===== src/rtl/ram_cnt_sched_pkg.sv =====
// Shared FSM state type and prescaler sizing helpers for the RAM-backed counter sequencer.
package ram_cnt_pkg;

  typedef enum logic [2:0] {
    ST_IDLE,
    ST_SW_RD,
    ST_SW_CAP,
    ST_SW_WR,
    ST_H_RD,
    ST_H_CAP,
    ST_H_WR
  } state_e;

  function automatic int presc_term(input int clk_hz, input int tick_hz);
    return clk_hz / tick_hz - 1;
  endfunction

  function automatic int presc_width(input int term);
    return (term < 1) ? 1 : $clog2(term + 1);
  endfunction

  localparam int PRESC_TERM = presc_term(50_000_000, 1);
  localparam int PRESC_W    = presc_width(PRESC_TERM);

endpackage


===== src/rtl/ram_cnt_sched_if.sv =====
// Host access port of the counter sequencer: request/grant handshake plus read-data return.
interface ram_cnt_sched_if #(
  parameter int AW = 2,
  parameter int DW = 8
) ();
  logic          host_req;
  logic          host_we;
  logic [AW-1:0] host_addr;
  logic [DW-1:0] host_wdata;
  logic          host_gnt;
  logic          host_rvalid;
  logic [DW-1:0] host_rdata;

  modport master (
    output host_req, host_we, host_addr, host_wdata,
    input  host_gnt, host_rvalid, host_rdata
  );

  modport slave (
    input  host_req, host_we, host_addr, host_wdata,
    output host_gnt, host_rvalid, host_rdata
  );
endinterface


===== src/rtl/ram_cnt_sched_tick_gen.sv =====
// Free-running prescaler: tick_o is high for the single cycle in which the count sits at TERM.
module tick_gen
  import ram_cnt_pkg::*;
#(
  parameter int TERM = PRESC_TERM,
  parameter int W    = PRESC_W
) (
  input  logic clk50M,
  input  logic Reset_N,
  output logic tick_o
);

  logic [W-1:0] count_q, count_d;

  assign tick_o  = (count_q == W'(TERM));
  assign count_d = tick_o ? '0 : count_q + 1'b1;

  always_ff @(posedge clk50M or negedge Reset_N) begin
    if (!Reset_N) count_q <= '0;
    else          count_q <= count_d;
  end

endmodule


===== src/rtl/ram_cnt_sched.sv =====
// Tick-driven carry-chained RMW sweep over an external sync RAM, arbitrated with a host port.
// Optional carry_o output of the top digit is enabled by defining CNT_CARRY_OUT_EN.
module ram_cnt_sched
  import ram_cnt_pkg::*;
#(
  parameter int CLK_HZ  = 50_000_000,
  parameter int TICK_HZ = 1,
  parameter int DEPTH   = 4,
  parameter int AW      = 2,
  parameter int DW      = 8,
  parameter int MAXVAL  = 59
) (
  input  logic          clk50M,
  input  logic          Reset_N,
  input  logic          cnt_en_i,
  ram_cnt_sched_if.slave host,
  output logic [AW-1:0] ram_addr_o,
  output logic          ram_we_o,
  output logic [DW-1:0] ram_wdata_o,
  input  logic [DW-1:0] ram_rdata_i,
  output logic          tick_o,
  output logic          busy_o
`ifdef CNT_CARRY_OUT_EN
  ,
  output logic          carry_o
`endif
);

  localparam int            TERM = presc_term(CLK_HZ, TICK_HZ);
  localparam logic [AW-1:0] LAST = AW'(DEPTH - 1);

  state_e        state_q, state_d;
  logic [AW-1:0] i_q, i_d;
  logic [DW-1:0] v_q, v_d;
  logic          pending_q, pending_d;
  logic [AW-1:0] ram_addr_q, ram_addr_d;
  logic          ram_we_q, ram_we_d;
  logic [DW-1:0] ram_wdata_q, ram_wdata_d;
  logic [DW-1:0] host_rdata_q, host_rdata_d;
  logic          host_rvalid_q, host_rvalid_d;
  logic          host_gnt;
  logic          tick_hit, sweep_go, digit_wraps;

  tick_gen #(
    .TERM (TERM),
    .W    (presc_width(TERM))
  ) u_tick_gen (
    .clk50M  (clk50M),
    .Reset_N (Reset_N),
    .tick_o  (tick_o)
  );

  // A tick in IDLE launches the sweep directly, so it beats a host request in the same cycle.
  assign tick_hit    = tick_o & cnt_en_i;
  assign sweep_go    = (state_q == ST_IDLE) && (pending_q || tick_hit);
  assign pending_d   = sweep_go ? 1'b0 : (pending_q | tick_hit);
  assign digit_wraps = (ram_rdata_i >= DW'(MAXVAL));

  always_comb begin
    // NOTE: every signal written here gets a default first, so no latch can be inferred.
    state_d       = state_q;
    i_d           = i_q;
    v_d           = v_q;
    ram_addr_d    = ram_addr_q;
    ram_we_d      = 1'b0;
    ram_wdata_d   = ram_wdata_q;
    host_rdata_d  = host_rdata_q;
    host_rvalid_d = 1'b0;
    host_gnt      = 1'b0;

    case (state_q)
      ST_IDLE: begin
        if (sweep_go) begin
          i_d        = '0;
          ram_addr_d = '0;
          state_d    = ST_SW_RD;
        end else if (host.host_req) begin
          host_gnt   = 1'b1;
          ram_addr_d = host.host_addr;
          if (host.host_we) begin
            ram_we_d    = 1'b1;
            ram_wdata_d = host.host_wdata;
            state_d     = ST_H_WR;
          end else begin
            state_d = ST_H_RD;
          end
        end
      end
      ST_SW_RD:  state_d = ST_SW_CAP;
      ST_SW_CAP: begin
        // Write strobe and data are set up here so they are registered during SW_WR.
        v_d         = ram_rdata_i;
        ram_we_d    = 1'b1;
        ram_wdata_d = digit_wraps ? '0 : ram_rdata_i + 1'b1;
        state_d     = ST_SW_WR;
      end
      ST_SW_WR: begin
        if ((v_q >= DW'(MAXVAL)) && (i_q != LAST)) begin
          i_d        = i_q + 1'b1;
          ram_addr_d = i_q + 1'b1;
          state_d    = ST_SW_RD;
        end else begin
          state_d = ST_IDLE;
        end
      end
      ST_H_RD:  state_d = ST_H_CAP;
      ST_H_CAP: begin
        host_rdata_d  = ram_rdata_i;
        host_rvalid_d = 1'b1;
        state_d       = ST_IDLE;
      end
      ST_H_WR:  state_d = ST_IDLE;
      default:  state_d = ST_IDLE;
    endcase
  end

  // NOTE: sequential state uses non-blocking assignments so every register samples pre-edge values.
  always_ff @(posedge clk50M or negedge Reset_N) begin
    if (!Reset_N) begin
      state_q       <= ST_IDLE;
      i_q           <= '0;
      v_q           <= '0;
      pending_q     <= 1'b0;
      ram_addr_q    <= '0;
      ram_we_q      <= 1'b0;
      ram_wdata_q   <= '0;
      host_rdata_q  <= '0;
      host_rvalid_q <= 1'b0;
    end else begin
      state_q       <= state_d;
      i_q           <= i_d;
      v_q           <= v_d;
      pending_q     <= pending_d;
      ram_addr_q    <= ram_addr_d;
      ram_we_q      <= ram_we_d;
      ram_wdata_q   <= ram_wdata_d;
      host_rdata_q  <= host_rdata_d;
      host_rvalid_q <= host_rvalid_d;
    end
  end

  assign ram_addr_o       = ram_addr_q;
  assign ram_we_o         = ram_we_q;
  assign ram_wdata_o      = ram_wdata_q;
  assign busy_o           = (state_q != ST_IDLE);
  assign host.host_gnt    = host_gnt;
  assign host.host_rvalid = host_rvalid_q;
  assign host.host_rdata  = host_rdata_q;

`ifdef CNT_CARRY_OUT_EN
  logic carry_q, carry_d;

  // Registered alongside the write strobe so the pulse lands in SW_WR of the top digit.
  assign carry_d = (state_q == ST_SW_CAP) && digit_wraps && (i_q == LAST);

  always_ff @(posedge clk50M or negedge Reset_N) begin
    if (!Reset_N) carry_q <= 1'b0;
    else          carry_q <= carry_d;
  end

  assign carry_o = carry_q;
`endif

endmodule


===== src/flat_wrapper.sv =====
// flat-port wrapper written by rule: the top's interface ports become plain ports
module ram_cnt_sched_flat import ram_cnt_pkg::*;
#(
  parameter int CLK_HZ  = 50_000_000,
  parameter int TICK_HZ = 1,
  parameter int DEPTH   = 4,
  parameter int AW      = 2,
  parameter int DW      = 8,
  parameter int MAXVAL  = 59
)
  (clk50M, Reset_N, cnt_en_i, ram_addr_o, ram_we_o, ram_wdata_o, ram_rdata_i, tick_o, busy_o, host_host_req, host_host_we, host_host_addr, host_host_wdata, host_host_gnt, host_host_rvalid, host_host_rdata);
  ram_cnt_sched_if #(.AW(AW), .DW(DW)) host_i ();
  input  logic clk50M;
  input  logic Reset_N;
  input  logic cnt_en_i;
  output logic [AW-1:0] ram_addr_o;
  output logic ram_we_o;
  output logic [DW-1:0] ram_wdata_o;
  input  logic [DW-1:0] ram_rdata_i;
  output logic tick_o;
  output logic busy_o;
  input wire logic [$bits(host_i.host_req)-1:0] host_host_req;
  input wire logic [$bits(host_i.host_we)-1:0] host_host_we;
  input wire logic [$bits(host_i.host_addr)-1:0] host_host_addr;
  input wire logic [$bits(host_i.host_wdata)-1:0] host_host_wdata;
  output wire logic [$bits(host_i.host_gnt)-1:0] host_host_gnt;
  output wire logic [$bits(host_i.host_rvalid)-1:0] host_host_rvalid;
  output wire logic [$bits(host_i.host_rdata)-1:0] host_host_rdata;
  assign host_i.host_req = host_host_req;
  assign host_i.host_we = host_host_we;
  assign host_i.host_addr = host_host_addr;
  assign host_i.host_wdata = host_host_wdata;
  assign host_host_gnt = host_i.host_gnt;
  assign host_host_rvalid = host_i.host_rvalid;
  assign host_host_rdata = host_i.host_rdata;
  ram_cnt_sched #(.CLK_HZ(CLK_HZ), .TICK_HZ(TICK_HZ), .DEPTH(DEPTH), .AW(AW), .DW(DW), .MAXVAL(MAXVAL)) u_core (.clk50M(clk50M), .Reset_N(Reset_N), .cnt_en_i(cnt_en_i), .host(host_i), .ram_addr_o(ram_addr_o), .ram_we_o(ram_we_o), .ram_wdata_o(ram_wdata_o), .ram_rdata_i(ram_rdata_i), .tick_o(tick_o), .busy_o(busy_o));
endmodule

===== config.mk =====
export PLATFORM = sky130hd
export DESIGN_NAME = ram_cnt_sched_flat
export DESIGN_NICKNAME = d
export VERILOG_FILES = /design/src/rtl/ram_cnt_sched_pkg.sv /design/src/rtl/ram_cnt_sched_if.sv /design/src/rtl/ram_cnt_sched_tick_gen.sv /design/src/rtl/ram_cnt_sched.sv /design/src/flat_wrapper.sv
export SDC_FILE = /design/constraint.sdc
export NUM_CORES = 1
export LEC_CHECK = 0
export CORE_MARGIN = 8
export CORE_UTILIZATION = 40
export DETAILED_ROUTE_END_ITERATION = 16
export PLACE_DENSITY = 0.72
export SLEW_MARGIN = 15
export SYNTH_ARGS = -nofsm -noshare
export SYNTH_HDL_FRONTEND = slang
export SYNTH_SLANG_ARGS = --single-unit

===== constraint.sdc =====
create_clock -name clk50M -period 2.95 [get_ports clk50M]
set_clock_uncertainty 0.05 [all_clocks]
set_input_delay 0.4425 -clock clk50M [delete_from_list [all_inputs] [get_ports clk50M]]
set_output_delay 0.4425 -clock clk50M [all_outputs]
set_load 0.02 [all_outputs]

Word-level counts from Yosys, hierarchy flattened. Index checks and enable logic that the tools add are counted.

Bits in registers: 60. Bits of input ports: 23. Output and inout bits: 23. Word-level logic and storage cells: 66.

Add/subtract/negate cells: 3. Order comparisons: 2. Eq/ne operators: 13. Muxes and demuxes: 26. Bitwise logic cells: 2. Reductions and logical operators: 10.

Operator list (number): 2-to-1 mux 8 bit (4); adder 26 x 1 -> 26 bit, second input constant (1); equality test 26 bit, second input constant (1); 2-to-1 mux 26 bit (1); greater-or-equal comparator 8 x 6 -> 1 bit, second input constant (2); case mux 8 bit (2 select lines) (1); case mux 3 bit (5 select lines) (1); 2-to-1 mux 2 bit (5); 2-to-1 mux 1 bit (9); adder 8 x 1 -> 8 bit, second input constant (1); inequality test 2 bit, second input constant (4); case mux 2 bit (2 select lines) (2); equality test 3 x 2 -> 1 bit, second input constant (2); equality test 3 bit, second input constant (2); 2-to-1 mux 3 bit (2); AND reduction 3 bit (2); inequality test 2 x 1 -> 1 bit, second input constant (2); AND reduction 4 bit (1); nonzero test 2 bit (2); equality test 3 x 1 -> 1 bit, second input constant (1); zero test 3 bit (1); inequality test 3 x 2 -> 1 bit, second input constant (1); nonzero test 3 bit (1); adder 2 x 1 -> 2 bit, second input constant (1); other kinds (5) (6).

Logic depth before layout (Yosys ltp). Gate-level depths: netlist of run 1.

Depth in word-level cells: 6. Mapped depth: 7. Mapped depth without buffers: 6.

Cells and area by module. Synthesis of run 1 repeated with hierarchy kept, for this count alone.

Cell total of the unflattened synthesis: 284. Area total of the unflattened synthesis: 2949.1 um^2.

Modules (own cells, without submodules): ram_cnt_sched (times used 1, cells each 150, area an instance 1611.5 um^2, sequential area each 850.8 um^2); tick_gen (times used 1, cells each 134, area an instance 1337.5 um^2, sequential area each 650.6 um^2).

Worst setup path before layout of run 1. OpenSTA, ideal clock, no wires.

Path type: register to output. From: register u_core.u_tick_gen.count_q[9]. To: output port tick_o. Data arrival time: 1844 ps. Path slack: 614 ps. Cell stages (with the launch flop): 6. Path through: dfrtp_1 -> or4_4 -> nor4_4 -> and2_2 -> buf_2 -> buf_2.

Word-level cells in the longest chain between the ends: 1.

Ends and longest elaborated chain: from (decl) (RTL line ram_cnt_sched_tick_gen.sv:13) `logic [W-1:0] count_q, count_d;`; from (signal assigned) (RTL line ram_cnt_sched_tick_gen.sv:20) `else count_q <= count_d;`; equality test 26 bit (RTL line ram_cnt_sched_tick_gen.sv:15) `assign tick_o = (count_q == W'(TERM));`; to (decl) (RTL line flat_wrapper.sv:20) `output logic tick_o;`.

No other way between the ends.

Worst setup path in the final report of run 1.
From: register u_core.u_tick_gen.count_q[9]. To: output port host_host_gnt.

Word-level cells in the longest chain between the ends: 6.

Ends and longest elaborated chain: equality test 26 bit (RTL line ram_cnt_sched_tick_gen.sv:15); bitwise AND 1 bit (RTL line ram_cnt_sched.sv:54) `assign tick_hit = tick_o & cnt_en_i;`; logical OR 1 bit (RTL line ram_cnt_sched.sv:55) `assign sweep_go = (state_q == ST_IDLE) && (pending_q || tick_hit);`; logical AND 1 bit (RTL line ram_cnt_sched.sv:55); 2-to-1 mux 1 bit (RTL line ram_cnt_sched.sv:73) `if (sweep_go) begin`; 2-to-1 mux 1 bit (RTL line ram_cnt_sched.sv:71) `case (state_q)`; to (decl) (RTL line flat_wrapper.sv:26) `output wire logic [$bits(host_i.host_gnt)-1:0] host_host_gnt;`.

No other way between the ends.

==> results of run 1 <==
==> worst register-to-register path, cell delays in order (launching register included) <==
cell	delay (ns)
dfrtp_1	0.41
or4_4	0.55
nor4_4	0.40
a31oi_4	0.13
buf_4	0.20
a21oi_4	0.29
mux2_4	0.33
==> cell families after synthesis <==
family | synth area share
compound gates | 0.0701
xor+xnor | 0.0793
fa+ha+maj | 0.0131
buf+inv | 0.0218
flops | 0.523
mux | 0.0723
simple gates | 0.221
==> metrics by stage <==
step / hold slack, ns / area (um^2) / setup WS [ns] / utilization
6_report: 0.118 / 3670 / 0.128 / 0.517
4_1_cts: 0.127 / 3650 / 0.0938 / 0.514
2_1_floorplan: 0.0969 / 2870 / 0.614 / -
5_1_grt: 0.171 / 3670 / 0.0180 / 0.517
3_5_place_dp: 0.414 / 3470 / 0.242 / 0.488
3_3_place_gp: 0.410 / 3470 / 0.278 / 0.488
==> sequential cells by signal, summed over array words and instances, names as in the netlist <==
| name | flops |
|---|---|
| u_core.host.host_rvalid | 1 |
| u_core.pending_q | 1 |
| u_core.ram_we_o | 1 |
| u_core.u_tick_gen.count_q | 26 |
| u_core.ram_addr_o | 2 |
| u_core.i_q | 2 |
| u_core.host.host_rdata | 8 |
| u_core.ram_wdata_o | 8 |
| u_core.state_q | 3 |
| u_core.v_q | 8 |
==> repair_timing <==
action / 4_1_cts / 5_1_grt
endpoints found under the setup margin: 2 / 1
setup buffers: 0 / 3
gates resized for setup: 2 / 1
pin swaps: 0 / 1
hold buffers: 0 / 0
==> cell usage after synthesis (all sizes together) (2+ instances only) <==
library cell	count
nand3b	4
ha	3
and3	8
o21ai	10
xnor2	12
nor2	26
nand3	15
nand4	13
a31oi	4
inv	8
xor2	14
nor4	2
dfrtp	60
nor3	4
mux2	15
and4	2
mux2i	2
buf	2
a21oi	6
clkbuf	6
and2	3
nand2	42
o31ai	2
==> layer usage <==
metal / wire length (um) / GRT usage / part of all wire
met4: 145 / 0.0674 / 0.023
met5: 0 / 0 / 0
met3: 288 / 0.0325 / 0.045
met2: 3160 / 0.208 / 0.49
met1: 2850 / 0.171 / 0.44
==> power groups by stage <==
stage,Clock [mW],Combinational [mW],Sequential [mW]
final,0.694,1.15,1.19
after global routing,0.754,1.26,1.22
after CTS,0.711,1.17,1.19
after detailed placement,0,1.17,1.20
after global placement,0,1.14,1.19
after floorplan,0,0.591,1.31
==> area by class of cell <==
cell class,count,share of cell area
clock buffers,11,0.0358
clock inverters,5,0.0143
inverters,8,0.00818
multi-input cells,197,0.356
flip-flops and latches,60,0.409
well taps,99,0.0337
repair buffers,54,0.143
==> worst paths after layout <==
kind	start	to	cells after the start
setup / recovery	u_core.u_tick_gen.count_q[9]	host_host_gnt	5
hold / removal	Reset_N	u_core.u_tick_gen.count_q[3]	1
max in group asynchronous	Reset_N	u_core.u_tick_gen.count_q[9]	2
min in group clk50M	u_core.v_q[0]	u_core.v_q[0]	2
hold reg to reg	u_core.v_q[0]	u_core.v_q[0]	2
setup reg to reg	u_core.u_tick_gen.count_q[9]	u_core.ram_wdata_o[4]	6
==> results.toml, run 1 <==
[clock_network]
cts_buffer_depth = 2
clkTransAtPathRegs_ns = 0.07
cts_made_buffers = 9
root_buffer = "clkbuf_8"
cts_sinks = 60
cts_tree = "done"
clk_latency_ns = 0.33
cts-htree-levels = 3

[sta]
drv_slew = 0
setup_viol = 0
slew_headroom = 0.508
period_needed_ns = 2.82
fin_crit_sh = 0.957
tns_ns = 0
tightest_slew_ns = 0.732
fmax_mhz = 354
finalHoldViolations = 0
rsz0062_at_grt = "false"

[global_route]
grt_usage = 0.135
overflow = 0
antenna_found_initial = 0
grt_start_max_net_pins = 32
grt_pass1_vias = 2182
grt_pass1_wl_mm = 10.8

[critical_path]
worst_path_largest_cell_delay_ns = 0.55
arrival_ns = 2.33
crit_path_start_kind = "register"
cp_cell_sequence = "or4_4, nor4_4, a31oi_4, and3_2, clkdlybuf4s15_1"
path_delay_family = "simple AND/OR/NAND/NOR gates"
r2r_slack_ns = 0.48
cp_max_fo = 4
crit_type = "reg2out"
cp_data_required_time_ns = 2.46
crit_buf_inv = 1
crit_path_end_kind = "output pin"
cp_slowest_cell = "or4_4"

[cells_and_area]
antennaDiodeCount = 0
nNetsFinal = 356
drive_gt1_frac = 0.149
layout_commonest_cell = "dfrtp_1"
most-common-layout-cells = "dfrtp_1, nand2_1, clkdlybuf4s50_1"
multi_input_area_um2 = 1310
syn_to_final_growth_pct = 27.8
final-seq-area_um2 = 1500
fillers = 642
stdcell_count = 434

[route]
drt-vias-per-instance = 5.01
drtPass1Iterations = 4
drt_iter0_drc = 95
ant_nets = 0
post-route-drc-count = 0
vias = 2174
wl_mm = 6.44
wire_per_inst_um = 14.8

[floorplanning]
core_um2 = 7100
start_util = 0.405
die_height_um = 101
fp.dieW_um = 101
row_count = 31
pin_count = 46
fp.dieArea_um2 = 10100

[yosys]
synth_largest_area_cell = "dfrtp_1"
async_reset_ff_frac = 1.00
synth_area_leaders = "dfrtp_1, nand2_1, xor2_1"
synth_edf_count = 0
ys_warn_count = 0
synth_cell_types = 40
synthFlopType = "dfrtp_1"
avgSynthCellArea_um2 = 10.5
yosysTopAreaCellShare = 0.523
seq_area_frac_synth = 0.523
netlist_instances = 273
synth.net_count = 299
synth-seq-cells = 60
netlist_area_um2 = 2870

[status]
status = "finished clean"

[place]
post-dp-hpwl_mm = 4.78
numPlacedInstances = 415
gp_congestion = 0.844
port_buffers = 45

[power]
power_leakage_nw = 1.67
clock_power_share = 0.228
p_int_mw = 1.99
p_per_area_nw_per_um2 = 827
ir_drop_v = 0.000253
combPwrFrac = 0.380
seqPwrFrac = 0.392
sw_frac_of_total = 0.345
switchingPower_mw = 1.05
power_mw = 3.04

[job]
cap_viol_max_count = 0

[hold_path]
hold_class = "in2async"
Note: power is estimated with default switching activity, not from simulation.
==> inputs of run 2 (changes only) <==
MAX_ROUTING_LAYER = met4   (was unset)
SKIP_CTS_REPAIR_TIMING = 1   (was unset)
==> run 2 against run 1 <==
Against the previous run: worst setup slack better by 0.11 ns; core utilization is 0.23 points lower; clock-buffer cell count stayed put; total power hardly changed; non-clock buffer count is 3 lower.
==> results.toml, run 2 (synthesis gave the netlist of run 1 again) <==
[status]
status = "finished clean"

[global_route]
grt_pass1_vias = 2175
grt_pass1_wl_mm = 10.7
met1_usage = 0.174
busiest_layer = "met2"
antenna_found_initial = 0
grt_usage = 0.138
met3_usage = 0.0276
grt.met2_usage = 0.208
overflow = 0
grt_start_max_net_pins = 32

[sta]
period_needed_ns = 2.71
fmax_mhz = 369
holdWs_ns = 0.119
fin_crit_sh = 0.920
rsz0062_at_grt = "false"
slew_headroom = 0.509
finalHoldViolations = 0
tightest_slew_ns = 0.730
setup_viol = 0
drv_slew = 0

[cells_and_area]
most-common-layout-cells = "dfrtp_1, nand2_1, clkdlybuf4s50_1"
nNetsFinal = 353
largest-register = "u_core.u_tick_gen.count_q"
fin_area_um2 = 3660
layout_commonest_cell = "dfrtp_1"
syn_to_final_growth_pct = 27.3
drive_gt1_frac = 0.142
largest_register_ffs = 26
antennaDiodeCount = 0

[power]
power_leakage_nw = 1.69
power_mw = 3.04
ir_drop_v = 0.000253
p_per_area_nw_per_um2 = 831

[floorplanning]
fp.dieW_um = 101
pin_count = 46
start_util = 0.405
core_um2 = 7100
die_height_um = 101
fp.dieArea_um2 = 10100
row_count = 31

[clock_network]
cts_made_buffers = 9
cts_buffer_depth = 2
root_buffer = "clkbuf_8"
clk_latency_ns = 0.33
cts-htree-levels = 3
cts_sinks = 60
cts_tree = "done"
clkTransAtPathRegs_ns = 0.07

[critical_path]
crit_type = "reg2out"
reg2reg_depth = 6
r2r_slack_ns = 0.51
crit_path_end_kind = "output pin"
cp_data_required_time_ns = 2.46
arrival_ns = 2.22
r2r-end = "u_core.ram_wdata_o[4]"
worstReg2RegStart = "u_core.u_tick_gen.count_q[9]"
crit_path_start_kind = "register"
cp_max_fo = 6

[route]
wire_per_inst_um = 14.8
drtPass1Iterations = 4
ant_nets = 0
vias = 2145
drt-vias-per-instance = 4.98
post-route-drc-count = 0
drt_iter0_drc = 89
wl_mm = 6.38

[place]
post-dp-hpwl_mm = 4.78
gp_congestion = 0.857
dpl_cell_area_um2 = 3470
port_buffers = 45

[hold_path]
hold_class = "in2async"

[job]
cap_viol_max_count = 0
-- run 2: changes by cell type in the layout (fill, tap and decap cells not counted) --
cell and delta:
clkdlybuf4s15_1 -1, dlygate4sd2_1 -1, buf_4 -3, dlymetal6s2s_1 +2
-- run 2: per-stage QoR --
step / util / setup TNS [ns] / setup WS, ns / cells
global placement: 0.488 / 0 / 0.278 / 415
floorplan: - / 0 / 0.614 / 273
detailed placement: 0.488 / 0 / 0.242 / 415
global route: 0.515 / 0 / 0.111 / 431
CTS: 0.514 / -0.240 / -0.127 / 431
finish: 0.515 / 0 / 0.236 / 431
-- run 2: how the worst max path moves through the flow --
stage,from,to,slack (ns),cells past startpoint
2_1_floorplan,u_core.u_tick_gen.count_q[9],tick_o,0.61,5
3_3_place_gp,u_core.u_tick_gen.count_q[9],host_host_gnt,0.28,5
3_5_place_dp,u_core.u_tick_gen.count_q[9],host_host_gnt,0.24,5
4_1_cts,u_core.u_tick_gen.count_q[9],host_host_gnt,-0.13,5
5_1_grt,u_core.u_tick_gen.count_q[9],host_host_gnt,0.11,5
6_report,u_core.u_tick_gen.count_q[9],host_host_gnt,0.24,5
-- run 2: layout make-up --
cell class | count | area, um^2
clock buffers | 11 | 131
clock inverters | 5 | 52.6
fillers | 641 | 3440
inverters | 8 | 30.0
multi-input cells | 197 | 1310
flip-flops and latches | 60 | 1500
well taps | 99 | 124
repair buffers | 51 | 508
-- run 2: layer usage --
layer  up-vias  wire length, um
li1       1057                -
met1      1033             2830
met2        44             3150
met3        11              242
met4         0              145
met5         -                0
-- run 2: report_power, final --
group | switching, mW | internal (mW) | total [mW]
Combinational | 0.593 | 0.562 | 1.15
Sequential | 0.146 | 1.04 | 1.19
Clock | 0.308 | 0.386 | 0.694
-- run 2: worst max-delay path, cell delays in order (launching register included) --
cell            delay [ns]
dfrtp_1               0.43
or4_4                 0.56
nor4_4                0.34
a31oi_4               0.13
and3_2                0.23
dlymetal6s2s_1        0.21
==> inputs of run 3 (changes only) <==
CORE_ASPECT_RATIO = 0.7   (was unset)
==> run 3 against run 2 <==
Against the previous run: hold slack worse by 0.0059 ns; routed wire length is 6.5% higher; non-clock buffer count rose by 1; sequential share of layout area decreased by 0.50 points; first-iteration DRC count is 72% higher; total power up 4.5%; combinational power is essentially flat; design area rose by 1.2%; via count rose by 5.0%; critical endpoint unchanged; largest power group unchanged.
==> results.toml, run 3 (synthesis gave the netlist of run 1 again) <==
[status]
status = "finished clean"

[clock_network]
clk_latency_ns = 0.34
clkTransAtPathRegs_ns = 0.07
cts-htree-levels = 3
root_buffer = "clkbuf_8"
cts_tree = "done"
cts_buffer_depth = 2
cts_sinks = 60
cts_made_buffers = 9

[floorplanning]
die_height_um = 86.9
start_util = 0.403
core_um2 = 7120
row_count = 26
pin_count = 46
fp.dieW_um = 117
fp.dieArea_um2 = 10200

[route]
drt-vias-per-instance = 5.23
vias = 2252
wl_mm = 6.79
drt_iter0_drc = 153
drtPass1Iterations = 4
wire_per_inst_um = 15.7
post-route-drc-count = 0
ant_nets = 0

[global_route]
grt_pass1_vias = 2241
overflow = 0
antenna_found_initial = 0
grt_pass1_wl_mm = 11.3
grt_start_max_net_pins = 32
grt_usage = 0.148

[cells_and_area]
largest-register = "u_core.u_tick_gen.count_q"
stdcell_count = 431
nNetsFinal = 354
largest_register_ffs = 26
most-common-layout-cells = "dfrtp_1, nand2_1, clkdlybuf4s50_1"
antennaDiodeCount = 0
drive_gt1_frac = 0.150
syn_to_final_growth_pct = 28.8
layout_commonest_cell = "dfrtp_1"

[sta]
period_needed_ns = 2.80
fmax_mhz = 357
setup_viol = 0
rsz0062_at_grt = "false"
fin_crit_sh = 0.949
slew_headroom = 0.513
tightest_slew_ns = 0.731
layout_setup_ws_ns = 0.152
finalHoldViolations = 0
drv_slew = 0

[power]
p_per_area_nw_per_um2 = 857
power_leakage_nw = 1.71
power_mw = 3.17
ir_drop_v = 0.000360

[critical_path]
arrival_ns = 2.31
cp_data_required_time_ns = 2.46
worst_path_largest_cell_delay_ns = 0.57
crit_path_start_kind = "register"
cp_max_fo = 6
path_delay_family = "simple AND/OR/NAND/NOR gates"
r2r_slack_ns = 0.43
cp_cell_sequence = "or4_4, nor4_4, a31oi_4, and3_2, dlymetal6s2s_1"
crit_path_end_kind = "output pin"
crit_type = "reg2out"
cp_slowest_cell = "or4_4"
crit_buf_inv = 1

[place]
gp_congestion = 0.788
post-place-ws_ns = 0.244
port_buffers = 45
numPlacedInstances = 414
post-dp-hpwl_mm = 4.87

[hold_path]
hold_class = "in2async"

[job]
cap_viol_max_count = 0
run 3: per-layer routing:
metal,up-vias,part of all wire,global-route usage
met5,-,0,-
met4,0,0.017,0.0625
met3,14,0.052,0.0305
met2,62,0.46,0.212
met1,1116,0.47,0.198
li1,1060,-,-
run 3: report_power, final:
group	switching, mW	internal [mW]	total (mW)
combinational	0.595	0.561	1.16
sequential	0.148	1.04	1.19
clock	0.348	0.479	0.828
total	1.09	2.08	3.17
run 3: area by class of cell:
cell class                      instances  area, um^2
Clock inverter                          7        98.8
Clock buffer                            9         124
Tap cell                               98         123
Inverter                                8        30.0
Timing Repair Buffer                   52         515
Multi-Input combinational cell        197        1310
Sequential cell                        60        1500
Fill cell                             641        3420
run 3: path summary, 6_finish.rpt:
kind / depth (start not counted) / from / end
min reg2reg: 2 / u_core.v_q[7] / u_core.v_q[7]
max reg2reg: 6 / u_core.u_tick_gen.count_q[9] / u_core.ram_wdata_o[3]
max: 5 / u_core.u_tick_gen.count_q[9] / host_host_gnt
min in group clk50M: 2 / u_core.v_q[7] / u_core.v_q[7]
min: 1 / Reset_N / u_core.u_tick_gen.count_q[22]
max in group asynchronous: 2 / Reset_N / u_core.host.host_rdata[2]
run 3: metrics by stage:
step / hold slack (ns) / area, um^2 / utilization / TNS (ns)
final: 0.113 / 3700 / 0.519 / 0
after global routing: 0.165 / 3700 / 0.519 / 0
after CTS: 0.125 / 3690 / 0.518 / -0.310
after detailed placement: 0.413 / 3470 / 0.486 / 0
after global placement: 0.410 / 3470 / 0.486 / 0
after floorplan: 0.0969 / 2870 / - / 0
